`config.mk`:
```
export PLATFORM = sky130hd
export DESIGN_NAME = flopoco_to_ieee_stream
export DESIGN_NICKNAME = d
export VERILOG_FILES = /design/src/rtl/flopoco_to_ieee_stream.sv
export SDC_FILE = /design/constraint.sdc
export NUM_CORES = 1
export LEC_CHECK = 0
export CAP_MARGIN = 10
export CORE_AREA = 2 2 84 86
export DETAILED_ROUTE_END_ITERATION = 12
export DIE_AREA = 0 0 86 88
export DONT_BUFFER_PORTS = 1
export MAX_ROUTING_LAYER = met4
export PLACE_DENSITY_LB_ADDON = 0.25
export SETUP_SLACK_MARGIN = 0.02
export SLEW_MARGIN = 10
export SYNTH_ARGS = -nofsm -noshare
export SYNTH_HDL_FRONTEND = slang
export SYNTH_SLANG_ARGS = --single-unit
```
`constraint.sdc`:
```
create_clock -name clk_i -period 3.2 [get_ports clk_i]
set_input_delay 0.32 -clock clk_i [delete_from_list [all_inputs] [get_ports clk_i]]
set_output_delay 0.32 -clock clk_i [all_outputs]
set_load 0.02 [all_outputs]
```
`src/rtl/flopoco_to_ieee_stream.sv`:
```
// flopoco_to_ieee_stream: FloPoCo FP to IEEE-754 stream converter with output FIFO; FLOPOCO2IEEE_FLAGS_EN adds {nan,inf,zero} flags
module flopoco_to_ieee_stream #(
  parameter int DataWidth = 32,
  parameter int Depth     = 2
) (
  input  logic                 clk_i,
  input  logic                 rst_i,
  input  logic                 in_valid_i,
  output logic                 in_ready_o,
  input  logic [DataWidth+1:0] in_fp_i,
  output logic                 out_valid_o,
  input  logic                 out_ready_i,
  output logic [DataWidth-1:0] out_data_o
`ifdef FLOPOCO2IEEE_FLAGS_EN
  ,
  output logic [2:0]           out_flags_o
`endif
);
  localparam int E  = (DataWidth == 16) ? 5 : 8;
  localparam int M  = DataWidth - 1 - E;
  localparam int PW = (Depth > 1) ? $clog2(Depth) : 1;
  localparam int CW = $clog2(Depth + 1);
  if (!(DataWidth == 16 || DataWidth == 32)) begin : g_bad_width
    $error("flopoco_to_ieee_stream: DataWidth must be 16 or 32");
  end
  if (Depth < 1) begin : g_bad_depth
    $error("flopoco_to_ieee_stream: Depth must be >= 1");
  end
  logic [1:0]           exn;
  logic                 sgn;
  logic [DataWidth-1:0] conv;
  logic [DataWidth-1:0] mem [Depth];
  logic [PW-1:0]        rd_ptr, wr_ptr;
  logic [CW-1:0]        count;
  logic                 push, pop;
  assign exn  = in_fp_i[DataWidth+1:DataWidth];
  assign sgn  = in_fp_i[DataWidth-1];
  assign conv = (exn == 2'b00) ? {sgn, {(DataWidth-1){1'b0}}} :
                (exn == 2'b01) ? in_fp_i[DataWidth-1:0] :
                (exn == 2'b10) ? {sgn, {E{1'b1}}, {M{1'b0}}} :
                                 {1'b0, {E{1'b1}}, 1'b1, {(M-1){1'b0}}};
  assign in_ready_o  = !rst_i && (count != CW'(Depth));
  assign out_valid_o = (count != '0);
  assign push        = in_valid_i && in_ready_o;
  assign pop         = out_valid_o && out_ready_i;
  assign out_data_o  = out_valid_o ? mem[rd_ptr] : '0;
  // Storage carries no reset; emptiness is tracked by count alone.
  always_ff @(posedge clk_i) begin
    if (push) mem[wr_ptr] <= conv;
  end
  always_ff @(posedge clk_i) begin
    if (rst_i) begin
      rd_ptr <= '0;
      wr_ptr <= '0;
      count  <= '0;
    end else begin
      if (push) wr_ptr <= (wr_ptr == PW'(Depth - 1)) ? '0 : wr_ptr + PW'(1);
      if (pop) rd_ptr <= (rd_ptr == PW'(Depth - 1)) ? '0 : rd_ptr + PW'(1);
      count <= count + CW'(push) - CW'(pop);
    end
  end
`ifdef FLOPOCO2IEEE_FLAGS_EN
  logic [2:0] flag_mem [Depth];
  always_ff @(posedge clk_i) begin
    if (push) flag_mem[wr_ptr] <= {exn == 2'b11, exn == 2'b10, exn == 2'b00};
  end
  assign out_flags_o = out_valid_o ? flag_mem[rd_ptr] : '0;
`endif
  a_in_stable: assert property (@(posedge clk_i) disable iff (rst_i)
    (in_valid_i && !in_ready_o) |=> $stable(in_fp_i))
    else $warning("in_fp_i changed while stalled");
  a_count_max: assert property (@(posedge clk_i) count <= CW'(Depth));
endmodule

```
==> results of run 1 <==
flip-flops by register name, summed over array words and instances, names as in the netlist, named ones only:
signal / cells
mem: 64
count: 2
rd_ptr: 1
wr_ptr: 1
power breakdown:
| part | switching (mW) | leakage, nW | internal (mW) |
|---|---|---|---|
| Sequential | 0.113 | 0.637 | 1.09 |
| Clock | 0.309 | 0.102 | 0.402 |
| Combinational | 0.497 | 0.369 | 0.215 |
routing by layer:
metal  vias up  track usage [%]  routed length (um)
li1        716                -                   -
met1       685             17.6                2200
met2        48             20.1                2240
met3         7             3.39                 265
met4         0             7.79                  74
met5         -                -                   0
placed cells by master, fill, tap and decap left out, drive strengths merged, types with 2 or more instances in the layout:
cell	Yosys	final
ha	2	2
nor2b	3	3
clkinv	0	2
inv	4	4
clkbuf	4	11
a21o	8	8
edfxtp	64	64
clkinvlp	0	2
mux2i	32	32
nor2	37	37
buf	7	3
and2	23	23
dfxtp	5	5
nand2	2	2
xor2	2	2
nor3	2	2
through the flow:
step	setup WS, ns	cell area [sq um]	std cells	util [%]
after floorplan	0.972	2910	201	-
after global placement	1.25	2970	273	44.7
after detailed placement	1.27	2970	273	44.7
after CTS	0.891	3180	289	47.8
after global routing	0.809	3180	289	47.8
final	0.966	3180	290	47.9
logic make-up (layout without fill, tap and decap cells):
family          Yosys count  after routing  share of synthesized area, %
buf+inv                  15             23                          2.89
other cells               0              1                             0
compound gates           12             12                          3.11
mux                      32             32                          11.0
simple gates             69             69                          11.8
xor+xnor                  2              2                         0.604
flops                    69             69                          69.7
fa+ha+maj                 2              2                         0.863
path summary, 6_finish.rpt:
path	to	startpoint	slack, ns
worst min register to register	register	rd_ptr	0.51
worst max register to register	mem[1][18]	count[0]	1.33
worst max-delay path	out_data_o[27]	register	0.97
worst min-delay path	register	rst_i	0.05
worst reg2reg max path, cell delays in order (launching register included):
cell	delay, ns
dfxtp_1	0.38
nand2b_1	0.15
nor2b_4	0.25
and3_2	0.72
layout make-up:
cell class | count | share of cell area [%]
Antenna cell | 1 | 0.0787
Clock buffer | 11 | 4.76
Clock inverter | 5 | 1.85
Inverter | 4 | 0.472
Multi-Input combinational cell | 117 | 25.4
Sequential cell | 69 | 63.6
Tap cell | 80 | 3.15
Timing Repair Buffer | 3 | 0.708
==> flow_summary_export.csv, run 1 <==
group,metric,value,unit
sta,final.period_utilization,69.8,%
sta,slew_headroom,33.3,%
hold_path,whs_path_depth,1,
die,io-pin-count,72,
cts,htree_levels,3,
sta,layout_min_cycle_time,2.23,ns
logic_synthesis,yosysMostFrequentCell,"edfxtp_1",
worst_setup_path,path_max_fanout,32,
logic_synthesis,synth-edff-count,64,
power_and_ir_drop,powerDensity,827,nW/um^2
sta,rsz0062_at_grt,"false",
sta,hold_violations,0,
cts,clockBufferDepth,2,
sta,tns,0,ns
die,die_x,86,um
cts,clock-root-buffer,"clkbuf_8",
logic_synthesis,seq_area_frac_synth,69.7,%
worst_setup_path,cp_cell_sequence,"mux2i_1 > nor2_1",
finish,drive_above_1_share,12.0,%
route,first_iter_violations,66,
cts,cts_setup_buffers,0,
logic_synthesis,syn-instance-count,201,
global_route,grt_pass1_vias,1459,
flow_run,drv_cap,0,
sta,tightest_slew,1.00,ns
cts,cts_buffers,9,
global_route,track_usage,13.8,%
logic_synthesis,netlist_area,2900,sq um
worst_setup_path,path_class,"reg2out",
logic_synthesis,yosysUniqueCellTypes,24,
worst_setup_path,critical-path-slowest-cell,"dfxtp_2",
worst_setup_path,cp_slowest_stage_delay,0.99,ns
logic_synthesis,avgSynthCellArea,14.4,sq um
logic_synthesis,yosys-top-cells-count,"64 x edfxtp_1, 36 x nor2_1, 32 x mux2i_1",
sta,max_freq,0.448,GHz
route,route.detailed.drc,0,
logic_synthesis,ys_top_cells_by_area,"edfxtp_1 66%, mux2i_1 11%, and2_1 5.0%",
die,std_cell_rows,30,
cts,clkTransAtPathRegs,0.06,ns
finish,n_fill_cell,607,
run_status,status,"finished, final reports clean",
cts,clock_latency,0.33,ns
hold_path,holdCritPathClass,"in2reg",
power_and_ir_drop,p_leak,1.11,nW
route,antenna_left,0,
finish,areaGrowthSynthToFinish,9.66,%
route,viasPerCell,5.02,
global_route,grt_pass1_wl,7290,um
cts,clock-sinks,69,
sta,fin_skew,0.00758,ns
logic_synthesis,synth_top_area_share,66.3,%
route,vias,1456,
placed_design,place_congestion,0.696,
die,die_h,88,um
worst_setup_path,crit_arrival,1.91,ns
sta,holdWs,0.0498,ns
worst_setup_path,required,2.88,ns
placed_design,post-dp-hpwl,3050,um
sta,setup_viol,0,
worst_setup_path,endpoint_kind,"output pin",
cts,cts_tree,"done",
global_route,grt_antenna_before_repair,0,
cts,cts_hold_buf,0,
global_route,grt_overflow,0,
placed_design,port_buffers,0,
worst_setup_path,path_depth,2,
logic_synthesis,synthArstFlopShare,0,%
route,drt_pass1_iterations,4,
die,start_util,43.7,%
worst_setup_path,crit_buf_inv,0,
finish,multiInputGateArea,807,sq um
die,core_area,6640,sq um
route,wl_per_cell,16.5,um
cts,cts.repair.resized,0,
route,wl,4770,um
logic_synthesis,synth_top_area_cell,"edfxtp_1",
power_and_ir_drop,power.total,2.63,mW
power_and_ir_drop,ir_drop,491,uV
logic_synthesis,yosysWarnings,0,
worst_setup_path,cpLargestDelayFamily,"flip-flops",
die,die_area,7570,sq um
logic_synthesis,ys_seq_elements,69,
global_route,grt_max_degree,33,
logic_synthesis,ys.flop_type,"edfxtp_1",
worst_setup_path,rr_worst_depth,3,
worst_setup_path,critPathLaunchType,"register",
logic_synthesis,synth_nets,241,
finish,ff_latch_area,2020,sq um
finish,nets,244,
sta,finalMaxSlewViolations,0,
Note: power is estimated with default switching activity, not from simulation.
==> run 2, diff against run 1 <==
==> constraint.sdc (replaced) <==
create_clock -name clk_i -period 2 [get_ports clk_i]
set_input_delay 0.2 -clock clk_i [delete_from_list [all_inputs] [get_ports clk_i]]
set_output_delay 0.2 -clock clk_i [all_outputs]
set_load 0.02 [all_outputs]
==> run 2 against run 1 <==
Net effect: first-iteration DRC count down 36%; flip-flop and latch count unchanged; via count rose by 11%; critical path type is now reg2reg.
==> flow_summary_export.csv, run 2 (synthesized netlist as in run 1, its figures left out) <==
group,metric,value,unit
route,first_iter_violations,42,
sta,fin_skew,0.00339,ns
global_route,grt_antenna_before_repair,2,
global_route,grt_max_degree,23,
power_and_ir_drop,p_leak,1.29,nW
route,wl,4990,um
finish,top_regs,"mem (64), count (2)",
sta,max_freq,0.560,GHz
cts,clock-root-buffer,"clkbuf_8",
placed_design,post-place-ws,0.167,ns
die,die_h,88,um
finish,fin_cells,329,
finish,fin_util,51.5,%
cts,htree_levels,3,
sta,tns,0,ns
worst_setup_path,endpoint_kind,"register",
finish,largest_register,"mem",
route,antenna_left,0,
finish,drive_above_1_share,24.3,%
cts,cts_buffers,9,
worst_setup_path,r2r_slack,0.21,ns
hold_path,holdCritPathClass,"in2reg",
finish,largest_register_ff_count,64,
sta,final.period_utilization,89.3,%
sta,slew_headroom,80.0,%
placed_design,port_buffers,0,
worst_setup_path,path_class,"reg2reg",
power_and_ir_drop,powerDensity,1290,nW/um^2
sta,rsz0062_at_grt,"false",
cts,clockBufferDepth,2,
cts,clkTransAtPathRegs,0.06,ns
worst_setup_path,critical-path-slowest-cell,"dfxtp_2",
cts,cts_tree,"done",
global_route,grt_pass1_wl,7460,um
worst_setup_path,crit_arrival,2.04,ns
worst_setup_path,crit_buf_inv,1,
route,wl_met1,2200,um
worst_setup_path,cp_slowest_stage_delay,0.36,ns
route,route.detailed.drc,0,
finish,nets,283,
flow_run,drv_cap,0,
sta,layout_min_cycle_time,1.79,ns
run_status,status,"finished, final reports clean",
die,core_area,6640,sq um
global_route,track_usage,14.0,%
route,dr_wl_met2,2420,um
sta,finalMaxSlewViolations,0,
worst_setup_path,cpLargestDelayFamily,"simple AND/OR/NAND/NOR gates",
placed_design,post-dp-hpwl,3240,um
die,io-pin-count,72,
global_route,grt_overflow,0,
route,vias,1609,
route,viasPerCell,4.89,
placed_design,placed_cell_area,3250,sq um
finish,layout_common_cells,"64 x edfxtp_1, 41 x buf_4, 36 x nor2_1",
die,std_cell_rows,30,
placed_design,placed_cells,311,
cts,cts_setup_buffers,0,
cts,clock-sinks,69,
finish,finalInstanceArea,3420,sq um
sta,tightest_slew,0.300,ns
sta,setup_ws,0.214,ns
worst_setup_path,critPathLaunchType,"register",
die,die_area,7570,sq um
route,dr_wl_met3,297,um
sta,setup_viol,0,
global_route,grt_pass1_vias,1563,
route,wl_per_cell,15.2,um
sta,hold_violations,0,
worst_setup_path,path_max_fanout,4,
finish,final_common_cell,"edfxtp_1",
route,drt_pass1_iterations,7,
cts,clock_latency,0.33,ns
worst_setup_path,cp_common_cell,"ha_1",
die,die_x,86,um
power_and_ir_drop,ir_drop,604,uV
finish,areaGrowthSynthToFinish,18.0,%
sta,holdWs,0.0452,ns
die,start_util,43.7,%
placed_design,place_congestion,0.685,
route,top_layer_used,"met4",
worst_setup_path,cp_cell_sequence,"nand2b_1 > nor2b_4 > nand2_1 > ha_1 > inv_1 > ha_1 > xor2_1 > and2_1 > nor3_2",
power_and_ir_drop,power.total,4.40,mW
worst_setup_path,required,2.26,ns
-- run 2: changes by cell type in the layout (fill, tap and decap cells not counted), sizes merged --
cell | previous run | this run
clkinv | 2 | 3
dlygate4sd3 | 0 | 1
diode | 1 | 2
clkinvlp | 2 | 0
clkbuf | 11 | 12
bufinv | 1 | 0
buf | 3 | 41
-- run 2: area by class of cell --
type,instances,area [sq um]
tap,80,100
antenna,2,5.00
inverter,4,15.0
sequential,69,2020
clock buffer,12,135
timing repair buffer,42,318
multi-input combinational,117,812
clock inverter,3,13.8
fill,591,3220
-- run 2: where the power goes --
group	total [mW]	internal [mW]	switching, mW
clock	0.887	0.436	0.452
combinational	1.71	0.694	1.01
sequential	1.81	1.75	0.0573
-- run 2: path summary, 6_finish.rpt --
kind | from | to | cells past startpoint
worst max-delay path | count[0] | count[1] | 9
worst min-delay path | in_valid_i | wr_ptr | 1
worst max register to register | count[0] | count[1] | 9
worst min register to register | rd_ptr | rd_ptr | 2
-- run 2: timing repair --
| item | CTS | global route |
|---|---|---|
| endpoints found under the hold margin | 4 | 0 |
| setup endpoints to repair | 0 | 1 |
| gates resized for setup | 0 | 2 |
| hold buffers | 1 | 0 |
-- run 2: routing by layer --
| layer | global-route usage, % | vias to the layer above |
|---|---|---|
| li1 | - | 799 |
| met3 | 5.56 | 6 |
| met4 | 6.49 | 0 |
| met5 | - | - |
| met1 | 17.0 | 751 |
| met2 | 20.6 | 53 |
==> run 3, diff against run 2 <==
--- a/config.mk
+++ b/config.mk
@@ -5,11 +5,13 @@
 export SDC_FILE = /design/constraint.sdc
 export NUM_CORES = 1
 export LEC_CHECK = 0
+export ABC_CLOCK_PERIOD_IN_PS = 2000
 export CAP_MARGIN = 10
 export CORE_AREA = 2 2 84 86
 export DETAILED_ROUTE_END_ITERATION = 12
 export DIE_AREA = 0 0 86 88
 export DONT_BUFFER_PORTS = 1
+export GPL_TIMING_DRIVEN = 1
 export MAX_ROUTING_LAYER = met4
 export PLACE_DENSITY_LB_ADDON = 0.25
 export SETUP_SLACK_MARGIN = 0.02
==> results of run 3 <==
The final DEF is identical to that of run 2; final timing and power are the same.
